$ cat config.mk
export PLATFORM = sky130hd
export DESIGN_NAME = tri_voice_flat
export DESIGN_NICKNAME = d
export VERILOG_FILES = /design/src/rtl/tri_voice_if.sv /design/src/rtl/tri_voice.sv /design/src/flat_wrapper.sv
export SDC_FILE = /design/constraint.sdc
export NUM_CORES = 1
export LEC_CHECK = 0
export BUFFER_PORTS_ARGS = -buffer_cell sky130_fd_sc_hd__buf_2
export CORE_ASPECT_RATIO = 2
export CORE_MARGIN = 1.5
export CORE_UTILIZATION = 50
export CTS_CLUSTER_SIZE = 16
export DETAILED_ROUTE_END_ITERATION = 7
export PLACE_DENSITY = 0.71
export SYNTH_ARGS = -nofsm -noshare
export SYNTH_HDL_FRONTEND = slang
export SYNTH_SLANG_ARGS = --single-unit
$ cat constraint.sdc
create_clock -name clk -period 2.3 [get_ports clk]
set_input_delay 0.115 -clock clk [delete_from_list [all_inputs] [get_ports clk]]
set_output_delay 0.115 -clock clk [all_outputs]
set_load 0.01 [all_outputs]
$ cat src/rtl/tri_voice_if.sv
// Register-write bus into the triangle voice: one-cycle strobe, 2-bit select, 8-bit data.
interface tri_voice_if;
    localparam int unsigned ADDR_W = 2;
    localparam int unsigned DATA_W = 8;

    logic              wr_en;
    logic [ADDR_W-1:0] wr_addr;
    logic [DATA_W-1:0] wr_data;

    modport master (output wr_en, wr_addr, wr_data);
    modport slave  (input  wr_en, wr_addr, wr_data);
endinterface

$ cat src/rtl/tri_voice.sv
// Triangle voice: period timer, linear and length counters gating a folded step sequencer.
module tri_voice #(
    parameter int unsigned TIMER_W    = 11,
    parameter int unsigned STEP_W     = 5,
    parameter int unsigned MIN_PERIOD = 2
) (
    input  logic              clk,
    input  logic              reset,
    tri_voice_if.slave        bus,
    input  logic              enable,
    input  logic              qtr_frame,
    input  logic              half_frame,
    output logic [STEP_W-2:0] y,
    output logic              active
);
    localparam int unsigned HI_W  = TIMER_W - 8;
    localparam int unsigned Y_W   = STEP_W - 1;
    localparam int unsigned LEN_W = 8;
    localparam int unsigned LIN_W = 7;

    localparam logic [LEN_W-1:0] LEN_TABLE [32] = '{
        8'd10,  8'd254, 8'd20, 8'd2,  8'd40, 8'd4,  8'd80, 8'd6,
        8'd160, 8'd8,   8'd60, 8'd10, 8'd14, 8'd12, 8'd26, 8'd14,
        8'd12,  8'd16,  8'd24, 8'd18, 8'd48, 8'd20, 8'd96, 8'd22,
        8'd192, 8'd24,  8'd72, 8'd26, 8'd16, 8'd28, 8'd32, 8'd30
    };

    logic               ctrl;
    logic [LIN_W-1:0]   lin_rld;
    logic [TIMER_W-1:0] period;
    logic [TIMER_W-1:0] timer;
    logic [STEP_W-1:0]  step;
    logic [LEN_W-1:0]   len_cnt;
    logic [LIN_W-1:0]   lin_cnt;
    logic               reload;

    logic wr0, wr2, wr3;
    logic tick;
    logic step_run;

    always_comb begin
        wr0      = bus.wr_en && (bus.wr_addr == 2'd0);
        wr2      = bus.wr_en && (bus.wr_addr == 2'd2);
        wr3      = bus.wr_en && (bus.wr_addr == 2'd3);
        tick     = (timer == '0);
        step_run = tick && (lin_cnt != '0) && (len_cnt != '0)
                   && (period >= TIMER_W'(MIN_PERIOD));
    end

    // Register file; new values only take effect from the following cycle.
    always_ff @(posedge clk) begin
        if (reset) begin
            ctrl    <= 1'b0;
            lin_rld <= '0;
            period  <= '0;
        end else begin
            if (wr0) begin
                ctrl    <= bus.wr_data[7];
                lin_rld <= bus.wr_data[LIN_W-1:0];
            end
            if (wr2) begin
                period[7:0] <= bus.wr_data;
            end
            if (wr3) begin
                period[TIMER_W-1:8] <= bus.wr_data[HI_W-1:0];
            end
        end
    end

    // Period timer and step sequencer; ultrasonic periods freeze the step.
    always_ff @(posedge clk) begin
        if (reset) begin
            timer <= '0;
            step  <= '0;
        end else begin
            timer <= tick ? period : timer - TIMER_W'(1);
            if (step_run) begin
                step <= step + STEP_W'(1);
            end
        end
    end

    // Linear counter; an addr3 write re-arms the reload even when a quarter frame clears it.
    always_ff @(posedge clk) begin
        if (reset) begin
            lin_cnt <= '0;
            reload  <= 1'b0;
        end else begin
            if (qtr_frame) begin
                if (reload) begin
                    lin_cnt <= lin_rld;
                end else if (lin_cnt != '0) begin
                    lin_cnt <= lin_cnt - LIN_W'(1);
                end
                if (!ctrl) begin
                    reload <= 1'b0;
                end
            end
            if (wr3) begin
                reload <= 1'b1;
            end
        end
    end

    // Length counter; a table load beats a coincident half-frame decrement.
    always_ff @(posedge clk) begin
        if (reset) begin
            len_cnt <= '0;
        end else if (!enable) begin
            len_cnt <= '0;
        end else if (wr3) begin
            len_cnt <= LEN_TABLE[bus.wr_data[7:3]];
        end else if (half_frame && !ctrl && (len_cnt != '0)) begin
            len_cnt <= len_cnt - LEN_W'(1);
        end
    end

    always_comb begin
        y      = ~(step[Y_W-1:0] ^ {Y_W{step[STEP_W-1]}});
        active = (len_cnt != '0);
    end
endmodule

$ cat src/flat_wrapper.sv
// flat-port wrapper written by rule: the top's interface ports become plain ports
module tri_voice_flat 
#(
    parameter int unsigned TIMER_W    = 11,
    parameter int unsigned STEP_W     = 5,
    parameter int unsigned MIN_PERIOD = 2
)
  (clk, reset, enable, qtr_frame, half_frame, y, active, bus_wr_en, bus_wr_addr, bus_wr_data);
  tri_voice_if bus_i ();
  input  logic clk;
  input  logic reset;
  input  logic enable;
  input  logic qtr_frame;
  input  logic half_frame;
  output logic [STEP_W-2:0] y;
  output logic active;
  input wire logic [$bits(bus_i.wr_en)-1:0] bus_wr_en;
  input wire logic [$bits(bus_i.wr_addr)-1:0] bus_wr_addr;
  input wire logic [$bits(bus_i.wr_data)-1:0] bus_wr_data;
  assign bus_i.wr_en = bus_wr_en;
  assign bus_i.wr_addr = bus_wr_addr;
  assign bus_i.wr_data = bus_wr_data;
  tri_voice #(.TIMER_W(TIMER_W), .STEP_W(STEP_W), .MIN_PERIOD(MIN_PERIOD)) u_core (.clk(clk), .reset(reset), .bus(bus_i), .enable(enable), .qtr_frame(qtr_frame), .half_frame(half_frame), .y(y), .active(active));
endmodule
==> impl_metrics.env, run 1 <==
export IMPL_via_per_inst=5.90
export IMPL_n_antenna_cell=0
export IMPL_grt_setup_unrepaired="no"
export IMPL_grt_antenna_before_repair=0
export IMPL_grt_pass1_wl_um=11200
export IMPL_timing_hold_ws_ns=0.0734
export IMPL_peakVddDrop_v=0.00100
export IMPL_vias=2509
export IMPL_final_nets=392
export IMPL_syn_to_final_growth_pct=9.75
export IMPL_drive_gt1_frac=0.140
export IMPL_grt_max_degree=33
export IMPL_dieHeight_um=112
export IMPL_status="completed"
export IMPL_dpl_hpwl_um=4730
export IMPL_cts_root_buffer_cell="clkbuf_16"
export IMPL_io_buffer_count=20
export IMPL_endpoint_kind="output pin"
export IMPL_synth_top_flop_cell="dfxtp_1"
export IMPL_hp_class="in -> reg"
export IMPL_setup_tns_ns=0
export IMPL_wl_um=6530
export IMPL_cts_sinks=51
export IMPL_finalHoldViolCount=0
export IMPL_synth_top_cell_area_share=0.343
export IMPL_worst_pin_slew_ns=0.698
export IMPL_netlist_area_um2=2980
export IMPL_report_final_setup_viol=0
export IMPL_htreeDepth=2
export IMPL_startpoint_type="flip-flop"
export IMPL_synth_edf_count=0
export IMPL_yosysSeqAreaShare=0.343
export IMPL_synth_fp_nets=379
export IMPL_p_int_mw=2.05
export IMPL_yosys_warnings=0
export IMPL_hold_buffers=0
export IMPL_cts_buffers=5
export IMPL_swShare=0.379
export IMPL_grt_pass1_vias=2415
export IMPL_fin_util=0.572
export IMPL_seqPwrFrac=0.370
export IMPL_grt_total_usage=0.220
export IMPL_cp_max_fo=6
export IMPL_syn_area_per_cell_um2=8.51
export IMPL_mostFrequentLayoutCell="dfxtp_1"
export IMPL_initial_utilization=0.522
export IMPL_ys_top_cells_by_area="dfxtp_1 34%, mux2i_1 6.1%, a211oi_1 5.8%"
export IMPL_power_frac_clock=0.228
export IMPL_post_cts_setup_buffers=0
export IMPL_std_cell_rows=39
export IMPL_path_clk_slew_ns=0.07
export IMPL_crit_type="reg -> out"
export IMPL_max_slew_margin_rel=0.534
export IMPL_finalClockSkew_ns=0.00735
export IMPL_syn_inst=350
export IMPL_gr_total_overflow=0
export IMPL_yosysUniqueCellTypes=47
export IMPL_core_um2=5710
export IMPL_place_gp_congestion=0.809
export IMPL_cts_resized=0
export IMPL_combPwrFrac=0.402
export IMPL_p_total_mw=3.30
export IMPL_worstPathArrival_ns=2.00
export IMPL_insertion_delay_ns=0.30
export IMPL_final_cell_mix="51 x dfxtp_1, 42 x nor2_1, 24 x a21oi_1, 23 x a211oi_1, 20 x buf_2"
export IMPL_ant_nets=0
export IMPL_power_leakage_nw=1.29
export IMPL_power_switching_mw=1.25
export IMPL_cts_tree="done"
export IMPL_post_route_period_util=0.920
export IMPL_synth_top_area_cell="dfxtp_1"
export IMPL_max_freq_mhz=473
export IMPL_clockBufferDepth=2
export IMPL_maxCapViolCount=0
export IMPL_worstPathRequired_ns=2.18
export IMPL_drc_errors=0
export IMPL_final_max_slew_viol_count=0
export IMPL_period_needed_ns=2.12
export IMPL_io_pins=21
export IMPL_drt_iter0_drc=95
export IMPL_cellPowerDensity_nw_per_um2=1010
export IMPL_dr_pass1_iters=4
export IMPL_wl_per_cell_um=15.4
export IMPL_dieArea_um2=6460
export IMPL_die_w_um=57.6
export IMPL_yosys_register_bits=51
export IMPL_synth_async_reset_ratio=0
[power by group through the flow]
stage                     sequential (mW)  clock (mW)  combinational [mW]
final                                1.22       0.751                1.33
after global routing                 1.24       0.807                1.49
after CTS                            1.22       0.766                1.33
after detailed placement             1.23           0                1.31
after global placement               1.23           0                1.30
after floorplan                      1.19           0                1.07
[stage by stage]
step,cells,worst slack (ns),instance area [µm²]
2_1_floorplan,350,0.482,2980
4_1_cts,425,0.216,3270
3_5_place_dp,417,0.349,3120
5_1_grt,425,0.0208,3270
6_report,425,0.184,3270
3_3_place_gp,417,0.373,3120
[sequential cells by signal (all words and copies together) (netlist names)]
name            count
u_core.ctrl         1
u_core.len_cnt      8
u_core.lin_cnt      7
u_core.lin_rld      7
u_core.period      11
u_core.reload       1
u_core.step         5
u_core.timer       11
[synth_stat cells (all sizes together), types with 5 or more instances]
master and count:
nor2b 12, nand2 19, mux2 5, xnor2 14, clkbuf 14, buf 5
and2 5, dfxtp 51, nand2b 9, nand3 5, inv 15, or4 5
a21oi 24, nor4 11, o21ai 12, a211oi 23, ha 13, nor3b 6
nor2 42, mux2i 18
[final cells by class]
cell class,count,area [µm²]
Fill cell,524,2440
Multi-Input combinational cell,265,1830
Sequential cell,51,1020
Timing Repair Buffer,25,138
Clock buffer,5,125
Tap cell,61,76.3
Inverter,15,56.3
Clock inverter,3,22.5
[critical path, cell delays in order, from the launching register on]
cell and delay (ns):
dfxtp_1 0.34, inv_1 0.08, ha_1 0.17, nor3b_1 0.59, and2_1 0.33, inv_1 0.05
buf_2 0.14
[kinds of logic (layout without fill, tap and decap cells)]
kind of cell	after synthesis	count (layout)	share of synthesized area
fa+ha+maj	13	13	0.0546
flops	51	51	0.343
mux	23	23	0.0794
buf+inv	34	48	0.0429
compound gates	77	77	0.169
simple gates	135	135	0.261
xor+xnor	17	17	0.0500
[worst paths after layout]
kind                                   from                        endpoint  slack (ns)  depth (start not counted)
max          u_core.len_cnt[0]$_SDFFE_PP0P_                          active        0.18                          6
min                          bus_wr_data[2]  u_core.period[10]$_SDFFE_PP0P_        0.07                          3
max reg2reg  u_core.len_cnt[0]$_SDFFE_PP0P_     u_core.step[4]$_SDFFE_PP0P_        0.29                          6
min reg2reg  u_core.period[10]$_SDFFE_PP0P_  u_core.period[10]$_SDFFE_PP0P_        0.48                          2
[per-layer routing]
| metal | vias to the layer above | track usage | part of all wire |
|---|---|---|---|
| met3 | 9 | 0.0495 | 0.030 |
| met4 | 0 | 0.0853 | 0.023 |
| met2 | 40 | 0.402 | 0.55 |
| met1 | 1184 | 0.236 | 0.40 |
| li1 | 1276 | - | - |
| met5 | - | 0 | 0 |
(Power assumes the default switching activity.)
==> run 2: changes to the inputs <==
--- a/config.mk
+++ b/config.mk
@@ -5,6 +5,7 @@
 export SDC_FILE = /design/constraint.sdc
 export NUM_CORES = 1
 export LEC_CHECK = 0
+export ABC_AREA = 1
 export BUFFER_PORTS_ARGS = -buffer_cell sky130_fd_sc_hd__buf_2
 export CORE_ASPECT_RATIO = 2
 export CORE_MARGIN = 1.5
@@ -12,6 +13,7 @@
 export CTS_CLUSTER_SIZE = 16
 export DETAILED_ROUTE_END_ITERATION = 7
 export PLACE_DENSITY = 0.71
+export SKIP_CTS_REPAIR_TIMING = 1
 export SYNTH_ARGS = -nofsm -noshare
 export SYNTH_HDL_FRONTEND = slang
 export SYNTH_SLANG_ARGS = --single-unit
==> run 2 against run 1 <==
Combinational power is 7% lower. Cell area is 1.3% lower. Highest routed layer unchanged. Largest power group unchanged. Hold slack better by 0.024 ns.
==> impl_metrics.env, run 2 <==
export IMPL_drt_iter0_drc=81
export IMPL_worst_r2r_path_depth=8
export IMPL_yosys_warnings=0
export IMPL_cts_tree="done"
export IMPL_wl_um=6860
export IMPL_dieArea_um2=6390
export IMPL_max_slew_margin_rel=0.673
export IMPL_drive_gt1_frac=0.129
export IMPL_dieHeight_um=112
export IMPL_max_freq_mhz=621
export IMPL_path_buf_inv=3
export IMPL_syn_to_final_growth_pct=9.43
export IMPL_worstPathArrival_ns=1.79
export IMPL_peakVddDrop_v=0.000605
export IMPL_mostFrequentLayoutCell="nand2_1"
export IMPL_cp_top_family="compound AO/OA/AOI/OAI gates"
export IMPL_n_antenna_cell=0
export IMPL_grt_pass1_vias=2639
export IMPL_cp_max_fo=16
export IMPL_fin_area_um2=3220
export IMPL_finalNonFillerCells=496
export IMPL_grt_setup_unrepaired="no"
export IMPL_preCtsSetupSlack_ns=0.703
export IMPL_post_dp_cell_area_um2=3080
export IMPL_maxCapViolCount=0
export IMPL_gr_total_overflow=0
export IMPL_yosysUniqueCellTypes=35
export IMPL_worst_pin_slew_ns=0.490
export IMPL_io_buffer_count=20
export IMPL_ant_nets=0
export IMPL_wl_per_cell_um=13.8
export IMPL_power_leakage_nw=1.43
export IMPL_final_nets=464
export IMPL_cellPowerDensity_nw_per_um2=969
export IMPL_die_w_um=57.3
export IMPL_hp_class="in -> reg"
export IMPL_vias=2750
export IMPL_path_clk_slew_ns=0.06
export IMPL_fin_util=0.565
export IMPL_drc_errors=0
export IMPL_place_gp_congestion=0.953
export IMPL_synth_top_cell_area_share=0.346
export IMPL_critical_path_max_stage_delay_ns=0.32
export IMPL_cts_buffers=5
export IMPL_combPwrFrac=0.396
export IMPL_place_inst=489
export IMPL_reg_top3="u_core.period: 11 flops, u_core.timer: 11 flops, u_core.len_cnt: 8 flops"
export IMPL_htreeDepth=2
export IMPL_syn_area_per_cell_um2=7.07
export IMPL_dr_pass1_iters=4
export IMPL_startpoint_type="flip-flop"
export IMPL_cp_slowest_cell="dfxtp_1"
export IMPL_crit_type="reg -> reg"
export IMPL_yosys_register_bits=51
export IMPL_finalHoldViolCount=0
export IMPL_insertion_delay_ns=0.29
export IMPL_io_pins=21
export IMPL_std_cell_rows=39
export IMPL_path_cells="inv_1 > ha_1 > inv_1 > nor2_1 > nand2_1 > o21ai_0 > o21bai_1 > inv_1"
export IMPL_crit_cells=8
export IMPL_ys_top_cells_by_area="dfxtp_1 35%, nand2_1 8.9%, o21ai_0 8.8%"
export IMPL_synth_async_reset_ratio=0
export IMPL_dpl_hpwl_um=5340
export IMPL_setup_slack_ns=0.691
export IMPL_power_switching_mw=1.22
export IMPL_synth_common_cells="70 x nand2_1, 52 x nor2_1, 52 x o21ai_0"
export IMPL_seqPwrFrac=0.370
export IMPL_yosysSeqAreaShare=0.346
export IMPL_final_cell_mix="70 x nand2_1, 52 x nor2_1, 52 x o21ai_0, 51 x dfxtp_1, 41 x a21oi_1"
export IMPL_synth_fp_nets=446
export IMPL_critPathMostFrequentCell="inv_1"
export IMPL_post_route_period_util=0.700
export IMPL_final_max_slew_viol_count=0
export IMPL_grt_max_degree=21
export IMPL_post_synth_top_count_cell="nand2_1"
export IMPL_cts_root_buffer_cell="clkbuf_16"
export IMPL_synth_top_area_cell="dfxtp_1"
export IMPL_endpoint_kind="flip-flop"
export IMPL_synth_top_flop_cell="dfxtp_1"
export IMPL_power_frac_clock=0.234
export IMPL_grt_total_usage=0.227
export IMPL_synth_edf_count=0
export IMPL_final_fill_count=558
export IMPL_grt_antenna_before_repair=0
export IMPL_report_final_setup_viol=0
export IMPL_clockBufferDepth=2
export IMPL_status="completed"
export IMPL_swShare=0.389
export IMPL_netlist_area_um2=2950
export IMPL_cts_sinks=51
export IMPL_initial_utilization=0.516
export IMPL_grt_pass1_wl_um=11500
export IMPL_setup_tns_ns=0
export IMPL_worstPathRequired_ns=2.48
export IMPL_period_needed_ns=1.61
export IMPL_finalClockSkew_ns=0.00290
export IMPL_p_total_mw=3.12
export IMPL_core_um2=5710
export IMPL_timing_hold_ws_ns=0.0978
export IMPL_whs_path_depth=2
export IMPL_syn_inst=417
export IMPL_via_per_inst=5.54
export IMPL_p_int_mw=1.91
-- run 2: changes by cell type after synthesis, sizes merged, moves of 9 or more --
cell / change
clkbuf: -11
inv: +23
a21oi: +18
nor4: -10
nand3: +23
mux2i: -16
nand2b: -9
a211oi: -23
nor2: +20
nand2: +57
o21ai: +46
nor2b: -12
-- run 2: cells by family after synthesis --
logic type	count (synthesis)	synth area share
buffers and inverters	50	0.0713
adder cells (fa/ha/maj)	13	0.0552
multiplexers	2	0.00679
AND/OR/NAND/NOR	172	0.264
flip-flops	51	0.346
AO/OA/AOI/OAI	111	0.203
XOR/XNOR	18	0.0535
-- run 2: final cells by class --
cell class	count	area [µm²]	area share
clock buffers	6	139	0.0431
clock inverters	1	5.00	0.00155
inverters	38	145	0.0450
multi-input cells	316	1720	0.532
flip-flops and latches	51	1020	0.317
well taps	61	76.3	0.0237
repair buffers	23	123	0.0380
-- run 2: power by group through the flow --
stage	combinational [mW]	clock (mW)	sequential (mW)
floorplan	1.00	0	1.15
global placement	1.22	0	1.17
detailed placement	1.24	0	1.18
CTS	1.25	0.751	1.16
global route	1.41	0.780	1.18
finish	1.24	0.730	1.16
-- run 2: layer usage --
metal  global-route usage  vias to the layer above  part of all wire
met5                    0                        -                 0
met4                0.124                        0             0.038
met3               0.0302                       17             0.025
met2                0.434                       60              0.56
met1                0.222                     1259              0.37
li1                     -                     1414                 -
-- run 2: path summary, 6_finish.rpt --
path                               from                        endpoint  slack (ns)
max          u_core.timer[0]$_SDFF_PP0_     u_core.timer[10]$_SDFF_PP0_        0.69
min                               reset  u_core.lin_cnt[5]$_SDFFE_PP0P_         0.1
max reg2reg  u_core.timer[0]$_SDFF_PP0_     u_core.timer[10]$_SDFF_PP0_        0.69
min reg2reg  u_core.timer[0]$_SDFF_PP0_      u_core.timer[0]$_SDFF_PP0_        0.46
-- run 2: worst reg2reg max path, cell delays in order (launching register included) --
cell and delay [ns]:
dfxtp_1 0.32, inv_1 0.11, ha_1 0.22, inv_1 0.05, nor2_1 0.09, nand2_1 0.28, o21ai_0 0.25, o21bai_1 0.13
inv_1 0.05
